[src/rtl/y86_pkg.sv]
// Shared Y86-64 definitions for the memory stage: instruction codes, status
// codes, FSM states and the kind of memory access an instruction needs.
package y86_pkg;

  localparam logic [3:0] I_HALT   = 4'h0;
  localparam logic [3:0] I_NOP    = 4'h1;
  localparam logic [3:0] I_RRMOVQ = 4'h2;
  localparam logic [3:0] I_IRMOVQ = 4'h3;
  localparam logic [3:0] I_RMMOVQ = 4'h4;
  localparam logic [3:0] I_MRMOVQ = 4'h5;
  localparam logic [3:0] I_OPQ    = 4'h6;
  localparam logic [3:0] I_JXX    = 4'h7;
  localparam logic [3:0] I_CALL   = 4'h8;
  localparam logic [3:0] I_RET    = 4'h9;
  localparam logic [3:0] I_PUSHQ  = 4'hA;
  localparam logic [3:0] I_POPQ   = 4'hB;

  typedef enum logic [2:0] {
    STAT_AOK = 3'd1,
    STAT_HLT = 3'd2,
    STAT_ADR = 3'd3,
    STAT_INS = 3'd4
  } stat_t;

  typedef enum logic [2:0] {
    S_IDLE,
    S_ISSUE,
    S_WAIT,
    S_RESP,
    S_STOP
  } state_t;

  typedef enum logic [1:0] {
    K_NONE,
    K_READ,
    K_WRITE
  } mem_kind_t;

endpackage

[src/rtl/mem_stage_ctrl_if.sv]
// Handshake and data-memory bus bundle for the memory stage controller.
// The slave modport is the controller's view; master is the surrounding pipeline.
interface mem_stage_ctrl_if #(parameter int W = 64) ();

  logic         req_valid;
  logic         req_ready;
  logic [3:0]   req_icode;
  logic [W-1:0] req_valE;
  logic [W-1:0] req_valA;
  logic [W-1:0] req_valP;
  logic [W-1:0] mem_addr;
  logic         mem_wEn;
  logic         mem_rEn;
  logic [W-1:0] mem_wdata;
  logic [W-1:0] mem_rdata;
  logic         mem_err;
  logic         resp_valid;
  logic         resp_ready;
  logic [W-1:0] resp_valM;
  logic [2:0]   resp_stat;

  modport slave (
    input  req_valid, req_icode, req_valE, req_valA, req_valP,
    output req_ready,
    output mem_addr, mem_wEn, mem_rEn, mem_wdata,
    input  mem_rdata, mem_err,
    output resp_valid, resp_valM, resp_stat,
    input  resp_ready
  );

  modport master (
    output req_valid, req_icode, req_valE, req_valA, req_valP,
    input  req_ready,
    input  mem_addr, mem_wEn, mem_rEn, mem_wdata,
    output mem_rdata, mem_err,
    input  resp_valid, resp_valM, resp_stat,
    output resp_ready
  );

endinterface

[src/rtl/mem_addr_sel.sv]
// Decodes an icode into the memory access it needs: address, write data,
// access kind, and whether the icode and the address are legal.
module mem_addr_sel
  import y86_pkg::*;
#(
  parameter int unsigned ADDR_LIMIT = 1024,
  parameter int unsigned W          = 64
) (
  input  logic [3:0]   icode,
  input  logic [W-1:0] val_e,
  input  logic [W-1:0] val_a,
  input  logic [W-1:0] val_p,
  output logic [W-1:0] addr,
  output logic [W-1:0] wdata,
  output mem_kind_t    kind,
  output logic         icode_ok,
  output logic         addr_ok
);

  // Stack pops address through valA (old %rsp); everything else uses valE.
  always_comb begin
    addr     = '0;
    wdata    = '0;
    kind     = K_NONE;
    icode_ok = (icode <= I_POPQ);
    case (icode)
      I_RMMOVQ, I_PUSHQ: begin
        addr  = val_e;
        wdata = val_a;
        kind  = K_WRITE;
      end
      I_CALL: begin
        addr  = val_e;
        wdata = val_p;
        kind  = K_WRITE;
      end
      I_MRMOVQ: begin
        addr = val_e;
        kind = K_READ;
      end
      I_POPQ, I_RET: begin
        addr = val_a;
        kind = K_READ;
      end
      default: ;
    endcase
    addr_ok = (addr < W'(ADDR_LIMIT));
  end

endmodule

[src/rtl/mem_stage_ctrl.sv]
// Y86-64 memory stage controller: accepts one request, performs at most one
// data-memory access, returns valM/stat, and halts in STOP on any non-AOK status.
module mem_stage_ctrl
  import y86_pkg::*;
#(
  parameter int unsigned ADDR_LIMIT = 1024,
  parameter int unsigned W          = 64
) (
  input logic              clk,
  input logic              rst,
  mem_stage_ctrl_if.slave  bus
);

  state_t       state;
  logic [W-1:0] addr_q;
  logic [W-1:0] wdata_q;
  logic         wen_q;
  logic         ren_q;
  logic         is_read_q;
  logic         resp_valid_q;
  logic [W-1:0] valm_q;
  stat_t        stat_q;

  logic [W-1:0] sel_addr;
  logic [W-1:0] sel_wdata;
  mem_kind_t    sel_kind;
  logic         sel_icode_ok;
  logic         sel_addr_ok;

  mem_addr_sel #(
    .ADDR_LIMIT (ADDR_LIMIT),
    .W          (W)
  ) u_sel (
    .icode    (bus.req_icode),
    .val_e    (bus.req_valE),
    .val_a    (bus.req_valA),
    .val_p    (bus.req_valP),
    .addr     (sel_addr),
    .wdata    (sel_wdata),
    .kind     (sel_kind),
    .icode_ok (sel_icode_ok),
    .addr_ok  (sel_addr_ok)
  );

  // Decisions are taken on the accepting edge so the enables are already
  // registered and visible for the whole ISSUE cycle.
  always_ff @(posedge clk or posedge rst) begin
    if (rst) begin
      state        <= S_IDLE;
      addr_q       <= '0;
      wdata_q      <= '0;
      wen_q        <= 1'b0;
      ren_q        <= 1'b0;
      is_read_q    <= 1'b0;
      resp_valid_q <= 1'b0;
      valm_q       <= '0;
      stat_q       <= STAT_AOK;
    end else begin
      case (state)
        S_IDLE: begin
          if (bus.req_valid) begin
            if (!sel_icode_ok) begin
              resp_valid_q <= 1'b1;
              valm_q       <= '0;
              stat_q       <= STAT_INS;
              state        <= S_RESP;
            end else if (sel_kind == K_NONE) begin
              resp_valid_q <= 1'b1;
              valm_q       <= '0;
              stat_q       <= (bus.req_icode == I_HALT) ? STAT_HLT : STAT_AOK;
              state        <= S_RESP;
            end else if (!sel_addr_ok) begin
              resp_valid_q <= 1'b1;
              valm_q       <= '0;
              stat_q       <= STAT_ADR;
              state        <= S_RESP;
            end else begin
              addr_q    <= sel_addr;
              wdata_q   <= (sel_kind == K_WRITE) ? sel_wdata : '0;
              wen_q     <= (sel_kind == K_WRITE);
              ren_q     <= (sel_kind == K_READ);
              is_read_q <= (sel_kind == K_READ);
              state     <= S_ISSUE;
            end
          end
        end
        S_ISSUE: begin
          addr_q  <= '0;
          wdata_q <= '0;
          wen_q   <= 1'b0;
          ren_q   <= 1'b0;
          state   <= S_WAIT;
        end
        S_WAIT: begin
          resp_valid_q <= 1'b1;
          if (bus.mem_err) begin
            valm_q <= '0;
            stat_q <= STAT_ADR;
          end else begin
            valm_q <= is_read_q ? bus.mem_rdata : '0;
            stat_q <= STAT_AOK;
          end
          state <= S_RESP;
        end
        S_RESP: begin
          if (bus.resp_ready) begin
            resp_valid_q <= 1'b0;
            valm_q       <= '0;
            state        <= (stat_q == STAT_AOK) ? S_IDLE : S_STOP;
          end
        end
        S_STOP: ;
        default: state <= S_IDLE;
      endcase
    end
  end

  assign bus.req_ready  = (state == S_IDLE);
  assign bus.mem_addr   = addr_q;
  assign bus.mem_wdata  = wdata_q;
  assign bus.mem_wEn    = wen_q;
  assign bus.mem_rEn    = ren_q;
  assign bus.resp_valid = resp_valid_q;
  assign bus.resp_valM  = valm_q;
  assign bus.resp_stat  = stat_q;

endmodule

[src/flat_wrapper.sv]
// flat-port wrapper written by rule: the top's interface ports become plain ports
module mem_stage_ctrl_flat import y86_pkg::*;
#(
  parameter int unsigned ADDR_LIMIT = 1024,
  parameter int unsigned W          = 64
)
  (clk, rst, bus_req_valid, bus_req_icode, bus_req_valE, bus_req_valA, bus_req_valP, bus_req_ready, bus_mem_addr, bus_mem_wEn, bus_mem_rEn, bus_mem_wdata, bus_mem_rdata, bus_mem_err, bus_resp_valid, bus_resp_valM, bus_resp_stat, bus_resp_ready);
  mem_stage_ctrl_if #(.W(W)) bus_i ();
  input logic clk;
  input logic rst;
  input wire logic [$bits(bus_i.req_valid)-1:0] bus_req_valid;
  input wire logic [$bits(bus_i.req_icode)-1:0] bus_req_icode;
  input wire logic [$bits(bus_i.req_valE)-1:0] bus_req_valE;
  input wire logic [$bits(bus_i.req_valA)-1:0] bus_req_valA;
  input wire logic [$bits(bus_i.req_valP)-1:0] bus_req_valP;
  output wire logic [$bits(bus_i.req_ready)-1:0] bus_req_ready;
  output wire logic [$bits(bus_i.mem_addr)-1:0] bus_mem_addr;
  output wire logic [$bits(bus_i.mem_wEn)-1:0] bus_mem_wEn;
  output wire logic [$bits(bus_i.mem_rEn)-1:0] bus_mem_rEn;
  output wire logic [$bits(bus_i.mem_wdata)-1:0] bus_mem_wdata;
  input wire logic [$bits(bus_i.mem_rdata)-1:0] bus_mem_rdata;
  input wire logic [$bits(bus_i.mem_err)-1:0] bus_mem_err;
  output wire logic [$bits(bus_i.resp_valid)-1:0] bus_resp_valid;
  output wire logic [$bits(bus_i.resp_valM)-1:0] bus_resp_valM;
  output wire logic [$bits(bus_i.resp_stat)-1:0] bus_resp_stat;
  input wire logic [$bits(bus_i.resp_ready)-1:0] bus_resp_ready;
  assign bus_i.req_valid = bus_req_valid;
  assign bus_i.req_icode = bus_req_icode;
  assign bus_i.req_valE = bus_req_valE;
  assign bus_i.req_valA = bus_req_valA;
  assign bus_i.req_valP = bus_req_valP;
  assign bus_req_ready = bus_i.req_ready;
  assign bus_mem_addr = bus_i.mem_addr;
  assign bus_mem_wEn = bus_i.mem_wEn;
  assign bus_mem_rEn = bus_i.mem_rEn;
  assign bus_mem_wdata = bus_i.mem_wdata;
  assign bus_i.mem_rdata = bus_mem_rdata;
  assign bus_i.mem_err = bus_mem_err;
  assign bus_resp_valid = bus_i.resp_valid;
  assign bus_resp_valM = bus_i.resp_valM;
  assign bus_resp_stat = bus_i.resp_stat;
  assign bus_i.resp_ready = bus_resp_ready;
  mem_stage_ctrl #(.ADDR_LIMIT(ADDR_LIMIT), .W(W)) u_core (.clk(clk), .rst(rst), .bus(bus_i));
endmodule
[config.mk]
export PLATFORM = sky130hd
export DESIGN_NAME = mem_stage_ctrl_flat
export DESIGN_NICKNAME = d
export VERILOG_FILES = /design/src/rtl/y86_pkg.sv /design/src/rtl/mem_stage_ctrl_if.sv /design/src/rtl/mem_addr_sel.sv /design/src/rtl/mem_stage_ctrl.sv /design/src/flat_wrapper.sv
export SDC_FILE = /design/constraint.sdc
export NUM_CORES = 1
export LEC_CHECK = 0
export CORE_AREA = 2 2 179 181
export CTS_BUF_LIST = sky130_fd_sc_hd__clkbuf_8 sky130_fd_sc_hd__clkbuf_16
export CTS_CLUSTER_DIAMETER = 60
export DETAILED_ROUTE_END_ITERATION = 8
export DIE_AREA = 0 0 181 183
export HOLD_SLACK_MARGIN = 0.08
export SLEW_MARGIN = 15
export SYNTH_ARGS = -nofsm -noshare
export SYNTH_HDL_FRONTEND = slang
export SYNTH_SLANG_ARGS = --single-unit
export TNS_END_PERCENT = 50
[constraint.sdc]
create_clock -name clk -period 7.08 [get_ports clk]
set_input_delay 1.062 -clock clk [delete_from_list [all_inputs] [get_ports clk]]
set_output_delay 1.062 -clock clk [all_outputs]
set_load 0.01 [all_outputs]
==> flow_results.org <==
** Yosys
- Counting instances in the post-synthesis netlist gives the leading cell types as sky130_fd_sc_hd__dfrtp_1 (201), sky130_fd_sc_hd__a22oi_1 (138), sky130_fd_sc_hd__nand2_1 (72), sky130_fd_sc_hd__o21ai_0 (67), sky130_fd_sc_hd__o2bb2ai_2 (60).
- During synthesis, Yosys emitted a total of 0 warnings.
- After synthesis, the share of flip-flops with an asynchronous set or reset is 1.000.
- Register bit total from synthesis :: 202
- Synth top area share :: 0.5505
- Among all flip-flop cells after synthesis, the most frequent one is sky130_fd_sc_hd__dfrtp_1.
- In the synthesized netlist, the number of instances is 762.
- Cell types occupying the most area after synthesis :: sky130_fd_sc_hd__dfrtp_1 (55%), sky130_fd_sc_hd__a22oi_1 (11%), sky130_fd_sc_hd__o2bb2ai_2 (9.9%)
- Cell area after synthesis :: 0.009138 mm^2
- Syn Area/Cell :: 11.99 um^2
- Summed over all instances, the cell type with the most area after synthesis is sky130_fd_sc_hd__dfrtp_1.
- Counting flops with a built-in enable in the synthesized netlist gives 0.
- When the netlist entered floorplanning its net count stood at 1,027.
- For this run, the register share of the synthesized area comes to 0.5533.
- Top-count cell post-synth :: sky130_fd_sc_hd__dfrtp_1
- Unique masters post-synth :: 47

** CTS
- TritonCTS built the clock tree.
- Clock-pin slew on the worst setup and hold paths :: 0.06 ns
- The root buffer cell chosen for the clock tree is sky130_fd_sc_hd__clkbuf_16.
- Insertion delay of the later-clocked pin in the worst-skew pair :: 0.53 ns
- Clock net sink count :: 202
- Clock buffers created by TritonCTS :: 27
- No sink is reached through more buffers than the 3 on the longest clock path.
- Once the clock tree was built, the resizer swapped 0 gates to a different size.
- The number of hold buffers added after CTS was 0.
- CTS H-tree depth :: 1
- Number of setup buffers added after CTS :: 0

** Power
- The worst-case IR drop observed on VDD is 170.2 uV.
- Combinational share of power :: 0.267
- Fraction of power consumed by sequential logic :: 0.347
- In this run the power density over the cells is 265.3 mW/mm^2.
- Switch share :: 0.3207
- In this run the static leakage power is 0.005790 uW.
- Internal power comes to 2696 uW.
- NetSw :: 1272 uW
- Clock share of power :: 0.386

** STA
- In the finished design, the share of the clock period the worst path needs comes to 0.6093.
- The worst pin sits at a relative slew slack of 0.3120.
- Final period demand of the worst path :: 4.314 ns
- Based on the critical path, the design can be clocked at up to 0.2318 GHz.
- The hold violation total from the final report is 0.
- Across the routed clock network, the largest skew measured is 0.01210 ns.
- Setup violations remaining at the end of the flow were counted as 0.
- Final TNS setup :: 0 ns
- The max-slew violation count was 0.
- Actual slew at the worst max-slew pin :: 1.032 ns
- RSZ-0062 raised after global routing :: false

** Drt
- Post-route antenna net violation count :: 0
- Avg WL per Cell :: 21.76 um
- Vias :: 8,136
- First-pass iteration count of the detailed router :: 6
- In the routed design, unresolved DRC markers number 0.
- DRT iter0 DRCs :: 585
- In the routed layout, each cell is associated on average with a via count of 5.016.
- For this block, the routed nets add up to 35.30 mm of wire.

** Finish
- For this run, the number of standard cells in the final layout without fillers is 1,622.
- Fillcell total :: 2,838
- Area growth from synthesis to layout :: 63.69%
- In the final layout, the share of cells above drive strength 1 is 0.1116.
- In the final layout, the multi-input gates occupy 0.003636 mm^2.
- In the final layout, flip-flops and latches occupy 0.005057 mm^2.
- Final Net Count :: 1,464

** Global routing
- Number of antenna violations at the first check in global routing :: 2
- The via count of the first global-routing pass came to 8,275.
- The first global-routing pass estimated 52.79 mm of wire.
- Entering global routing, the biggest net connects 75 pins.
- Summed over all layers, the global routing overflow is 0.
- Overall routing resource usage :: 0.2050

** Place
- Gp weighted congestion :: 0.8992
- Once detailed placement completed, the half-perimeter wirelength came to 25.41 mm.
- In this run the tool buffered the top-level ports with 463 buffer cells.
- Dpl cells :: 1,572

** Critical path
- Data arrival time at the worst-slack endpoint :: 4.76 ns
- Of all nets on the critical path, the largest fanout is 39.
- The worst setup path is launched from an input port.
- Category of the most critical setup path :: input port to register
- At the worst endpoint, the required time is 7.53 ns.
- Crit end category :: register

** Die
- The floorplan has 65 rows.
- Core region area :: 0.03123 mm^2
- Initial cell density of the core :: 0.2926
- Die W :: 181 um
- The die is 183 um tall.
- 464 I/O pins were placed.
- Die Footprint :: 0.03312 mm^2

** Hold path
- Path class of the lowest-slack min-delay path :: register to register

** Job
- Max-cap violations in this run came to 0.

** Run status
- Status :: finished clean
-- area by class of cell --
| type | instances | share of cell area |
|---|---|---|
| well taps | 402 | 0.03363 |
| inverters | 3 | 0.001255 |
| repair buffers | 475 | 0.3159 |
| clock buffers | 29 | 0.04701 |
| multi-input cells | 490 | 0.2431 |
| flip-flops and latches | 202 | 0.3381 |
| clock inverters | 20 | 0.02083 |
| diodes | 1 | 0.0001673 |
-- metrics by stage --
stage               hold WS, ns  utilization  area (um^2)  total power (uW)  worst slack (ns)
finish                   0.4795       0.4789        14960              3968             2.766
global route             0.5050       0.4788        14950              4162             2.653
CTS                      0.4865       0.4788        14950              4024             2.763
detailed placement       0.4698       0.4464        13940              2462             2.217
global placement         0.4688       0.4464        13940              2455             2.309
floorplan                0.4707            -         9138              1953            0.5089
-- worst max-delay path, stage by stage --
cell and delay (ns):
sky130_fd_sc_hd__clkdlybuf4s50_1 0.44, sky130_fd_sc_hd__nor4_1 0.59, sky130_fd_sc_hd__nand4_1 0.20, sky130_fd_sc_hd__or4_4 0.58, sky130_fd_sc_hd__a2111oi_4 0.57, sky130_fd_sc_hd__nand3b_4 0.52
sky130_fd_sc_hd__buf_4 0.53, sky130_fd_sc_hd__o2bb2ai_1 0.23
-- worst paths after layout --
kind	start	to	slack [ns]	cells after the start
max	bus_req_valA[55]	u_core.bus.mem_wdata[59]$_DFFE_PP0P_	2.77	8
min	u_core.bus.mem_addr[40]$_DFFE_PP0P_	u_core.bus.mem_addr[40]$_DFFE_PP0P_	0.48	1
max reg2reg	u_core.state[2]$_DFFE_PP0P_	u_core.bus.mem_wdata[59]$_DFFE_PP0P_	4.10	5
min reg2reg	u_core.bus.mem_addr[40]$_DFFE_PP0P_	u_core.bus.mem_addr[40]$_DFFE_PP0P_	0.48	1
max in group asynchronous	rst	u_core.bus.mem_wdata[17]$_DFFE_PP0P_	4.72	3
min in group asynchronous	rst	u_core.bus.mem_addr[27]$_DFFE_PP0P_	1.00	2
-- state kept, by name, summed over array words and instances (netlist names) --
register	count
u_core.bus.mem_wdata	64
u_core.bus.mem_addr	64
u_core.bus.resp_stat	3
u_core.bus.mem_rEn	1
u_core.bus.mem_wEn	1
u_core.bus.resp_valid	1
u_core.state	3
u_core.bus.resp_valM	64
u_core.is_read_q	1
-- power by group through the flow --
stage                     sequential [uW]  combinational, uW  clock (uW)
after CTS                            1380               1070        1570
after floorplan                      1410                542           0
final                                1380               1060        1530
after global placement               1390               1070           0
after detailed placement             1390               1070           0
after global routing                 1390               1150        1620
-- cell families after synthesis --
group | count (synthesis) | share of synthesized area
muxes | 1 | 0.001232
DFF | 202 | 0.5533
and+or+nand+nor | 188 | 0.1079
AOI/OAI and AO/OA | 301 | 0.2840
buffers and inverters | 70 | 0.05354
-- cell usage in the layout, fill, tap and decap left out, types with 5 or more instances in the layout --
master | Yosys | layout
sky130_fd_sc_hd__a21oi_1 | 5 | 5
sky130_fd_sc_hd__a22oi_1 | 138 | 138
sky130_fd_sc_hd__and2_1 | 54 | 54
sky130_fd_sc_hd__buf_4 | 0 | 12
sky130_fd_sc_hd__bufinv_16 | 0 | 7
sky130_fd_sc_hd__clkbuf_16 | 0 | 27
sky130_fd_sc_hd__clkdlybuf4s50_1 | 0 | 463
sky130_fd_sc_hd__dfrtp_1 | 201 | 200
sky130_fd_sc_hd__inv_8 | 0 | 5
sky130_fd_sc_hd__nand2_1 | 72 | 71
sky130_fd_sc_hd__nand2b_1 | 5 | 5
sky130_fd_sc_hd__nand4_1 | 6 | 6
sky130_fd_sc_hd__nor2_1 | 9 | 9
sky130_fd_sc_hd__nor4_1 | 27 | 27
sky130_fd_sc_hd__o21ai_0 | 67 | 66
sky130_fd_sc_hd__o2bb2ai_1 | 15 | 15
sky130_fd_sc_hd__o2bb2ai_2 | 60 | 60
-- per-layer routing --
layer	GRT usage	share of wire
met2	0.3405	0.48
met3	0.06434	0.091
met5	0	0
met4	0.04423	0.018
met1	0.2636	0.41
Power figures use the tool's default switching activity.
